===== src/rtl/control_sequencer.sv =====
// -----------------------------------------------------------------------------
// control_sequencer
//
// Instruction-phase sequencer for the Luna CPU. Produces single-clock, one-hot
// phase enables for a configurable number of phases per instruction. A
// designated memory phase is stretched while mem_ready is low. Run/halt and
// single-step control are provided, along with an instruction counter and a
// wait-cycle counter.
//
// Downstream blocks qualify their register enables with phase_oh[k] & adv.
//
// Parameters:
//   NUM_PHASES  phases per instruction (2..16); phase 0 = fetch, last = writeback
//   IDX_W       width of phase_idx, >= ceil(log2(NUM_PHASES))
//   WAIT_PHASE  index of the phase held while mem_ready is low
//   CNT_W       width of instr_count / wait_cycles
//
// Ports:
//   clk          system clock, rising edge
//   rst          asynchronous active-low reset
//   run_en       level, 1 = free-run instructions back to back
//   step         single-step request, acted on at its rising edge
//   mem_ready    memory handshake, only sampled in WAIT_PHASE
//   phase_idx    current phase number (0 when halted)
//   phase_oh     one-hot current phase (all-zero when halted)
//   adv          current phase ends at the next rising edge (combinational)
//   instr_done   final phase advancing this cycle (combinational)
//   halted       sequencer is halted
//   instr_count  completed instructions, wraps
//   wait_cycles  stalled cycles, saturates at all-ones
// -----------------------------------------------------------------------------
module control_sequencer #(
    parameter int NUM_PHASES = 4,
    parameter int IDX_W      = 2,
    parameter int WAIT_PHASE = 0,
    parameter int CNT_W      = 16
) (
    input  logic                  clk,
    input  logic                  rst,
    input  logic                  run_en,
    input  logic                  step,
    input  logic                  mem_ready,
    output logic [IDX_W-1:0]      phase_idx,
    output logic [NUM_PHASES-1:0] phase_oh,
    output logic                  adv,
    output logic                  instr_done,
    output logic                  halted,
    output logic [CNT_W-1:0]      instr_count,
    output logic [CNT_W-1:0]      wait_cycles
);

    typedef enum logic [0:0] {
        ST_HALTED = 1'b0,
        ST_RUN    = 1'b1
    } state_t;

    localparam logic [IDX_W-1:0] LAST_IDX = IDX_W'(NUM_PHASES - 1);
    localparam logic [IDX_W-1:0] WAIT_IDX = IDX_W'(WAIT_PHASE);
    localparam logic [IDX_W-1:0] IDX_ZERO = {IDX_W{1'b0}};
    localparam logic [IDX_W-1:0] IDX_ONE  = {{(IDX_W-1){1'b0}}, 1'b1};
    localparam logic [CNT_W-1:0] CNT_MAX  = {CNT_W{1'b1}};
    localparam logic [CNT_W-1:0] CNT_ONE  = {{(CNT_W-1){1'b0}}, 1'b1};

    // One-hot decode of a phase index.
    function automatic logic [NUM_PHASES-1:0] phase_decode(input logic [IDX_W-1:0] idx);
        logic [NUM_PHASES-1:0] one_s;
        one_s = {{(NUM_PHASES-1){1'b0}}, 1'b1};
        return one_s << idx;
    endfunction

    state_t                  state_r;
    state_t                  next_state_s;
    logic [IDX_W-1:0]        phase_r;
    logic [IDX_W-1:0]        next_phase_s;
    logic [NUM_PHASES-1:0]   phase_oh_r;
    logic                    halted_r;
    logic                    step_q_r;
    logic                    step_rise_s;
    logic                    adv_s;
    logic                    instr_done_s;
    logic [CNT_W-1:0]        instr_count_r;
    logic [CNT_W-1:0]        wait_cycles_r;

    assign step_rise_s = step & ~step_q_r;

    // Phase-advance and instruction-complete strobes from state and mem_ready.
    always_comb begin
        adv_s        = 1'b0;
        instr_done_s = 1'b0;
        if (state_r == ST_RUN) begin
            // Only the wait phase listens to mem_ready; every other phase is one cycle.
            adv_s        = (phase_r != WAIT_IDX) | mem_ready;
            instr_done_s = adv_s & (phase_r == LAST_IDX);
        end else begin
            adv_s        = 1'b0;
            instr_done_s = 1'b0;
        end
    end

    // Next-state / next-phase decode.
    always_comb begin
        next_state_s = state_r;
        next_phase_s = phase_r;
        case (state_r)
            ST_HALTED: begin
                if (run_en | step_rise_s) begin
                    next_state_s = ST_RUN;
                    next_phase_s = IDX_ZERO;
                end else begin
                    next_state_s = ST_HALTED;
                    next_phase_s = IDX_ZERO;
                end
            end
            ST_RUN: begin
                if (!adv_s) begin
                    next_state_s = ST_RUN;
                    next_phase_s = phase_r;
                end else if (phase_r != LAST_IDX) begin
                    next_state_s = ST_RUN;
                    next_phase_s = phase_r + IDX_ONE;
                end else if (run_en) begin
                    // Back-to-back instructions: no bubble between writeback and fetch.
                    next_state_s = ST_RUN;
                    next_phase_s = IDX_ZERO;
                end else begin
                    // run_en dropped: halt only once the instruction has completed.
                    next_state_s = ST_HALTED;
                    next_phase_s = IDX_ZERO;
                end
            end
            default: begin
                next_state_s = ST_HALTED;
                next_phase_s = IDX_ZERO;
            end
        endcase
    end

    // Sequencer FSM with registered phase, one-hot and halted outputs.
    always_ff @(posedge clk or negedge rst) begin
        if (!rst) begin
            state_r    <= ST_HALTED;
            phase_r    <= IDX_ZERO;
            phase_oh_r <= {NUM_PHASES{1'b0}};
            halted_r   <= 1'b1;
        end else begin
            state_r    <= next_state_s;
            phase_r    <= next_phase_s;
            phase_oh_r <= (next_state_s == ST_RUN) ? phase_decode(next_phase_s)
                                                   : {NUM_PHASES{1'b0}};
            halted_r   <= (next_state_s == ST_HALTED);
        end
    end

    // Step edge detector register.
    always_ff @(posedge clk or negedge rst) begin
        if (!rst) begin
            step_q_r <= 1'b0;
        end else begin
            step_q_r <= step;
        end
    end

    // Instruction counter (wraps) and stall counter (saturates).
    always_ff @(posedge clk or negedge rst) begin
        if (!rst) begin
            instr_count_r <= {CNT_W{1'b0}};
            wait_cycles_r <= {CNT_W{1'b0}};
        end else begin
            if (instr_done_s) begin
                instr_count_r <= instr_count_r + CNT_ONE;
            end
            if ((state_r == ST_RUN) && !adv_s && (wait_cycles_r != CNT_MAX)) begin
                wait_cycles_r <= wait_cycles_r + CNT_ONE;
            end
        end
    end

    assign phase_idx   = phase_r;
    assign phase_oh    = phase_oh_r;
    assign adv         = adv_s;
    assign instr_done  = instr_done_s;
    assign halted      = halted_r;
    assign instr_count = instr_count_r;
    assign wait_cycles = wait_cycles_r;

endmodule

===== config.mk =====
export PLATFORM = sky130hd
export DESIGN_NAME = control_sequencer
export DESIGN_NICKNAME = d
export VERILOG_FILES = /design/src/rtl/control_sequencer.sv
export SDC_FILE = /design/constraint.sdc
export NUM_CORES = 1
export LEC_CHECK = 0
export CAP_MARGIN = 30
export CORE_MARGIN = 2
export CORE_UTILIZATION = 54
export CTS_BUF_LIST = sky130_fd_sc_hd__clkbuf_2
export DETAILED_ROUTE_END_ITERATION = 16
export PLACE_DENSITY = 0.87
export RECOVER_POWER = 100
export SLEW_MARGIN = 20
export SYNTH_ARGS = -nofsm -noshare
export SYNTH_HDL_FRONTEND = slang
export SYNTH_SLANG_ARGS = --single-unit

===== constraint.sdc =====
create_clock -name clk -period 2.86 [get_ports clk]
set_input_delay 0.572 -clock clk [delete_from_list [all_inputs] [get_ports clk]]
set_output_delay 0.572 -clock clk [all_outputs]
set_load 0.05 [all_outputs]

==> run metrics <==
outcome finished clean; warnings from Yosys 0; RSZ-0062 raised after global routing false; Clock Sinks 41; share of cells above drive strength 1 6.25%; CTS Buf Count 5; r2r setup slk 0.37 ns; HP Class register to register; DRT Pass-1 Iters 4; Critical-path top delay cell clkdlybuf4s50_1; Nets 217; commonest non-fill, non-tap cell in the layout dlygate4sd3_1; startpoint types register; Synth-to-Final Area Change 30.2%; wire per inst 15.2 um; Synth async-reset ratio 100%; commonest non-fill, non-tap cells in the layout 41 x dlygate4sd3_1, 40 x dfrtp_1, 16 x xor2_1; Synth top area share 54.3%; number of flops mapped to enable cells by yosys 0; FF/Latch Area 1030 um2; Power Dens Cells 860 nW/um2; Layout fillers 263; CTS tree built; root buffer cell clkbuf_2; Core Rows 21; initial core utilization 55.6%; hold path endpoint instr_count[15]$_DFFE_PN0P_; worst slew pin tran 1.39 ns; vias in the first global route 1,372; DR iter-0 viols 84; Chip Width 62.4 um; Worst Setup Path Type register to output pin; Synth Instances 155; worst-skew pair later-pin latency 0.40 ns; Max Cap Viol 0; Remaining Overflow, GRT 0; Period minus WS final 2.69 ns; largest net degree at the start of global routing 42; core area 3310 um2; Setup crit start phase_idx[0]$_DFF_PN0_; Pwr Total 2.06 mW; WP data required 2.29 ns; Peak VDD IR 822 uV; Netlist cell types 28; end-of-flow core utilization 72.4%; hold depth 1; Final Non-Filler Cells 254; worst path cell trace ha_1, and2_1, clkdlybuf4s50_1; CTS Buffer Depth 2; Final TNS setup 0 ns; net count of the mapped netlist 165; # IOs 46; synth top area cells dfrtp_1 54%, xor2_1 7.6%, xnor2_1 6.2%; # diodes 0; R2R Path Start wait_cycles[9]$_DFFE_PN0P_; Avg Inst Size Synth 11.9 um2; WHS 0.476 ns; crit path DAT 2.12 ns; reg-to-reg critical path endpoint wait_cycles[1]$_DFFE_PN0P_; worst relative slew slack 7.66%; DRT antenna net count 0; fmax 372 MHz; initial antenna violation count 0; # DRC 0; Final Hold Vio Count 0; die height 62.4 um; Final setup viols 0; multi-input logic area 766 um2; number of port buffers 45; Yosys top cell by area dfrtp_1; R2R depth 4; total track usage 21.6%; Vias 1,380; Yosys reg bits 41; Pleak 1.23 nW; critical path's largest stage delay 0.83 ns; Synth Cell Area 1840 um2; DIE AREA 3890 um2; DRT Wirelength 3860 um; post-route clock period utilization 94.0%; Hold Path Origin instr_count[15]$_DFFE_PN0P_; CTS H-Tree Depth 2; CP Capture Type output pin; DP Cell Count 244; hpwl dp 2850 um; clk slew on worst S/H paths 0.20 ns; ys flop type dfrtp_1; Seq/Total Area, Yosys 55.8%; vias per cell 5.43; first-pass GRT wire length 6560 um; Routability Congestion 0.852; crit-path max FO 6; final slew viol count 0; postcts setup bufs 0; Final Skew 0.00889 ns
[critical path: cells and delay by family, from the launching register on]
kind,cells,cell delay (ns)
fa+ha+maj,1,0.18
simple gates,1,0.23
flops,1,0.48
buf+inv,1,0.83
[power by group]
part	total, mW	internal (mW)	leakage [nW]	switching [mW]
Sequential	0.816	0.695	0.538	0.121
Clock	0.339	0.149	0.0406	0.190
Combinational	0.906	0.274	0.651	0.631
[per-stage QoR]
step,area [um2],setup slack [ns]
global route,2400,0.0284
CTS,2400,0.150
finish,2400,0.173
detailed placement,2330,0.521
floorplan,1840,0.721
global placement,2330,0.663
[registers in the layout (all words and copies together) (netlist names)]
register     count
step_q_r         1
wait_cycles     16
instr_count     16
state_r          1
halted           1
phase_idx        2
phase_oh         4
[metal layers]
| metal | up-vias | global-route usage (%) | share of wire [%] |
|---|---|---|---|
| met5 | - | 0 | 0 |
| met4 | 0 | 9.17 | 2.2 |
| li1 | 644 | - | - |
| met1 | 684 | 26.3 | 42 |
| met3 | 11 | 5.59 | 4.4 |
| met2 | 41 | 36.7 | 52 |
[cells in the mapped netlist (2+ instances only)]
master     n
ha_1       5
nand3_1    6
nor2_1     6
and4_1     3
nand2_1   10
a22oi_1    2
dfrtp_1   40
clkbuf_1   2
and2_1     3
mux2_2     2
xnor2_1   13
xor2_1    16
nor3_1     8
and3b_1    2
nor4_1     5
nand4_1   11
inv_1      6
and3_1     5
[cells by family after synthesis]
kind of cell | Yosys count | synth area share (%)
simple gates | 65 | 21.9
compound gates | 4 | 1.49
mux | 3 | 2.04
flops | 41 | 55.8
fa+ha+maj | 5 | 3.40
xor+xnor | 29 | 13.8
buf+inv | 8 | 1.63
[layout make-up]
class / count / area share [%]
multi-input cells: 106 / 31.9
clock inverters: 2 / 1.41
flip-flops and latches: 41 / 42.8
well taps: 46 / 2.40
repair buffers: 47 / 19.2
inverters: 6 / 0.939
clock buffers: 6 / 1.25
[how the worst max path moves through the flow]
| stage | cells after the start | to | slack, ns |
|---|---|---|---|
| final | 3 | instr_done | 0.17 |
| after global routing | 3 | instr_done | 0.03 |
| after CTS | 3 | instr_done | 0.15 |
| after detailed placement | 5 | wait_cycles[10]$_DFFE_PN0P_ | 0.52 |
| after global placement | 5 | wait_cycles[12]$_DFFE_PN0P_ | 0.66 |
| after floorplan | 3 | instr_done | 0.72 |
[timing repair]
| item | in CTS | in global routing |
|---|---|---|
| hold buffers | 0 | 1 |
| endpoints found under the hold margin | 0 | 8 |
| gates resized for setup | 0 | 0 |
No activity file was read; power rests on OpenSTA's default activity.
==> patch 1, RTL diff (config.mk and constraints unchanged) <==
Reset style: synchronous (`rst`), changed in 3 clocked blocks. Comments in the files are not updated.
--- a/src/rtl/control_sequencer.sv
+++ b/src/rtl/control_sequencer.sv
@@ -136,7 +136,7 @@
     end
 
     // Sequencer FSM with registered phase, one-hot and halted outputs.
-    always_ff @(posedge clk or negedge rst) begin
+    always_ff @(posedge clk) begin
         if (!rst) begin
             state_r    <= ST_HALTED;
             phase_r    <= IDX_ZERO;
@@ -152,7 +152,7 @@
     end
 
     // Step edge detector register.
-    always_ff @(posedge clk or negedge rst) begin
+    always_ff @(posedge clk) begin
         if (!rst) begin
             step_q_r <= 1'b0;
         end else begin
@@ -161,7 +161,7 @@
     end
 
     // Instruction counter (wraps) and stall counter (saturates).
-    always_ff @(posedge clk or negedge rst) begin
+    always_ff @(posedge clk) begin
         if (!rst) begin
             instr_count_r <= {CNT_W{1'b0}};
             wait_cycles_r <= {CNT_W{1'b0}};
Function: differs if rst is asserted again (counterexample within 4 cycles, from zero or initial values and one cycle with rst low); with rst held inactive, the same outputs for 10 cycles.
==> patch 1 against the original RTL <==
Final area shrank 0.37%; highest routed layer unchanged; synthesized area increased by 4.1%; worst setup slack improved by 0.31 ns; routed wire length rose by 2.7%; critical path depth is 2 lower; first-iteration DRC count grew 19%; critical path type unchanged; sequential cell count unchanged; cell count grew 20%.
Power is not compared: it rests on default switching activity, and its combinational part moved more than twofold at a synthesized area within 25%.
==> patch 1: results (changes against the original RTL) <==
status=finished clean; GPL Wtd Cong=0.780 (-8.5%); GRT Resource Usage Total=21.6% (-0.081 points); layout cells sized above 1=6.20% (-0.048 points); pre-CTS worst setup slack=0.445 ns (-0.0762 ns); top cells by area, synth=dfxtp_1 (43%), a21oi_1 (4.2%), xor2_1 (3.7%); final net count=267 (+23%); Seq/Total Area, Yosys=42.8% (-13 points); slowest stage cell, crit path=dlygate4sd3_1; placed cells=296 (+21%); Worst path max stage delay=0.91 ns (+0.08 ns); vias per cell=5.67 (+4.4%); fraction of registers with async set/reset=0% (-100 points); commonest cells in the netlist=dfxtp_1 (41), nand2_1 (17), a21oi_1 (16), nor2_1 (16), nand4_1 (11); largest net degree at the start of global routing=20 (-52%); Post-DP HPWL=2.93 mm (+3.0%); Die Wd=63.6 µm (+1.9%); synthesized area per cell=9.01 µm² (-24%); FILL cells=294 (+12%); ys flop type=dfxtp_1; Post-Syn Nets=223 (+35%); final WL=3.97 mm (+2.7%); multi-input logic area=988 µm² (+29%); critical path arrival=1.81 ns (-0.31 ns); vias in the first global route=1,527 (+11%); WL per Instance=13.0 µm (-14%)
patch 1: cell types whose count changed in the layout (fill, tap and decap cells not counted), sizes merged, moves of 10 or more:
cell and change:
nor2 +10, o21ai +10, xnor2 -11, a21oi +15, dfxtp +41, dfrtp -40
patch 1: through the flow:
| stage | hold slack, ns | total power, mW |
|---|---|---|
| 2_1_floorplan | 0.572 | 0.660 |
| 4_1_cts | 0.501 | 0.929 |
| 3_5_place_dp | 0.479 | 0.686 |
| 5_1_grt | 0.526 | 0.957 |
| 6_report | 0.496 | 0.918 |
| 3_3_place_gp | 0.467 | 0.685 |
patch 1: path summary, 6_finish.rpt:
path | start | endpoint | slack, ns | depth (start not counted)
min reg2reg | instr_count[15] | instr_count[15] | 0.50 | 2
max | wait_cycles[5] | wait_cycles[5] | 0.48 | 1
max reg2reg | wait_cycles[0] | wait_cycles[2] | 0.54 | 5
min | instr_count[15] | instr_count[15] | 0.50 | 2
patch 1: power by group through the flow:
stage	sequential [mW]	clock, mW	combinational [mW]
final	0.588	0.249	0.0812
after floorplan	0.618	0	0.0420
after CTS	0.589	0.253	0.0868
after global routing	0.591	0.280	0.0868
after global placement	0.600	0	0.0851
after detailed placement	0.600	0	0.0863
patch 1: layout make-up:
| type | count | share of cell area, % |
|---|---|---|
| Clock buffer | 5 | 1.05 |
| Tap cell | 46 | 2.41 |
| Sequential cell | 41 | 34.4 |
| Timing Repair Buffer | 47 | 18.8 |
| Clock inverter | 3 | 0.733 |
| Multi-Input combinational cell | 154 | 41.4 |
| Inverter | 8 | 1.26 |
patch 1: routing by layer:
metal	vias up	global-route usage, %	wire (µm)	part of all wire [%]
met5	-	0	0	0
met4	0	9.78	67	1.7
met3	7	7.68	251	6.3
met2	45	34.5	1860	47
met1	805	25.9	1780	45
li1	868	-	-	-
patch 1: timing repair:
action                                  CTS  global route
endpoints found under the hold margin     0             0
endpoints found under the setup margin    0             1
gates resized for setup                   0             1
patch 1: kinds of logic after synthesis:
group / after synthesis / share of synthesized area [%]
buffers and inverters: 18 / 4.63
xor gates and xnor gates: 10 / 4.57
adders and majority gates: 5 / 3.26
DFF: 41 / 42.8
muxes: 5 / 2.61
AOI/OAI and AO/OA: 38 / 12.1
and+or+nand+nor: 96 / 30.1
==> patch 2, RTL diff (same flow settings) <==
Made on the original files. Change the parameter `CNT_W` from 16 to 12.
--- a/src/rtl/control_sequencer.sv
+++ b/src/rtl/control_sequencer.sv
@@ -33,7 +33,7 @@
     parameter int NUM_PHASES = 4,
     parameter int IDX_W      = 2,
     parameter int WAIT_PHASE = 0,
-    parameter int CNT_W      = 16
+    parameter int CNT_W      = 12
 ) (
     input  logic                  clk,
     input  logic                  rst,
Interface: changed (resized instr_count and wait_cycles); port bits go from 46 to 38. The function was not compared with the original's and may differ.
==> patch 2 against the original RTL <==
The flow now finishes with violations (capacitance limit, slew limit); final area shrank 21%; sequential cell count is 8 lower; cell count decreased by 22%; power is 9.9% lower; register-to-register slack gained 0.59 ns; via count decreased by 24%; synthesized area fell by 20%; routed wire length is 31% lower; sequential share of layout area up 1.1 points; worst setup slack gained 0.036 ns; sequential power shrank 14%.
==> patch 2: results (changes against the original RTL) <==
status=finished with violations; failing checks=capacitance limit, slew limit; Worst path max stage delay=0.83 ns (about the same); Finished Layout Cells=199 (-22%); FILL cells=199 (-24%); max-cap violation count=1 (+1); Endpoint, Worst Hold=instr_count[11]; first-pass GRT wire length=4.80 mm (-27%); GRT Resource Usage Total=19.8% (-1.9 points); Int Pwr=0.945 mW (-15%); Seq/Total Area, Yosys=56.1% (+0.34 points); IO Port Bufs=37 (-18%); Worst Skew=0.0131 ns (+0.00419 ns); Worst-path clk slew=0.16 ns (-0.04 ns); vias in the first global route=1,050 (-23%); initial antenna violation count=0 (unchanged); hold_sp=instr_count[11]; Worst IR Drop VDD=0.898 mV (+9.3%); Netlist cell types=27 (-3.6%); multiplexer area fraction after synthesis=3.57% (+1.5 points); Ant. Diodes=0 (unchanged); Synth Area in Compound Gates=2.38% (+0.88 points); CTS max path bufs=2 (unchanged); top cells by area, synth=dfrtp_1 (54%), xnor2_1 (8.3%), ha_1 (4.2%); worst skew pair latency=0.36 ns (-0.04 ns); placed cells=192 (-21%); Leak Pwr=0.917 nW (-25%); final net count=179 (-18%); layout cells sized above 1=5.92% (-0.33 points); fraction of registers with async set/reset=100% (unchanged); r2r endpoint=wait_cycles[1]; vias per cell=5.25 (-3.3%); Post-Syn Nets=134 (-19%); max-slew violations=34 (+34); Post-CTS Setup Bufs=0 (unchanged); slowest stage cell, crit path=clkdlybuf4s50_1; final WL=2.68 mm (-31%); commonest cells in the netlist=dfrtp_1 (32), xnor2_1 (14), nand2_1 (9); Synth Area in Adders=4.24% (+0.85 points); critical path peak fanout=6 (unchanged); pre-CTS worst setup slack=0.661 ns (+0.140 ns); CTS root buf=clkbuf_2; R2R cell count=4 (unchanged); Worst R2R Start=wait_cycles[0]; Post-Synth XOR/XNOR Area=11.9% (-1.9 points); flop2flop setup slack=0.96 ns (+0.59 ns); GPL Wtd Cong=0.778 (-8.7%); Cells after Synth=124 (-20%); Post-DP HPWL=1.97 mm (-31%); Inserted Clock Buffers=5 (unchanged); largest net degree at the start of global routing=34 (-19%); initial drt markers=24 (-71%); critical path arrival=2.08 ns (-0.04 ns); Post-CTS Resized=0 (unchanged); Tightest Pin Transition=1.67 ns (+0.288 ns); Hold Crit Class=flop to flop
-- patch 2: layout make-up --
cell class	count	area share, %
inverter	6	1.20
timing repair buffer	38	19.5
sequential	33	43.9
tap	30	1.99
clock inverter	1	0.199
multi-input combinational	85	31.6
clock buffer	6	1.59
-- patch 2: through the flow --
step	cell area, µm²	hold WS (ns)
2_1_floorplan	1470	0.276
3_3_place_gp	1890	0.460
3_5_place_dp	1890	0.469
4_1_cts	1920	0.489
5_1_grt	1880	0.494
6_report	1880	0.487
-- patch 2: worst max-delay path, delay by kind of cell (launching register included) --
family | cells | cell delay [ns]
buf+inv | 1 | 0.83
flops | 1 | 0.47
fa+ha+maj | 1 | 0.21
simple gates | 1 | 0.21
-- patch 2: worst max-delay path by stage --
stage                  from    endpoint  slack [ns]
2_1_floorplan  phase_idx[0]         adv        0.75
3_3_place_gp   phase_idx[0]  instr_done        0.70
3_5_place_dp   phase_idx[0]  instr_done        0.66
4_1_cts        phase_idx[0]  instr_done        0.22
5_1_grt        phase_idx[0]  instr_done        0.07
6_report       phase_idx[0]  instr_done        0.21
-- patch 2: power groups by stage --
stage	clock network [mW]	logic, mW	registers, mW
floorplan	0	0.330	1.07
global placement	0	1.01	0.706
detailed placement	0	1.03	0.716
CTS	0.210	1.03	0.708
global route	0.226	1.03	0.724
finish	0.197	0.957	0.704
-- patch 2: cells by family after synthesis --
logic type,after synthesis
xor+xnor,20
fa+ha+maj,5
mux,5
compound gates,3
flops,33
buf+inv,6
simple gates,52
-- patch 2: metal layers --
| layer | share of wire [%] | vias up | GRT usage (%) |
|---|---|---|---|
| met1 | 43 | 501 | 23.4 |
| li1 | - | 514 | - |
| met5 | 0 | - | 0 |
| met3 | 5.2 | 7 | 7.21 |
| met4 | 1.8 | 0 | 8.16 |
| met2 | 50 | 23 | 32.4 |
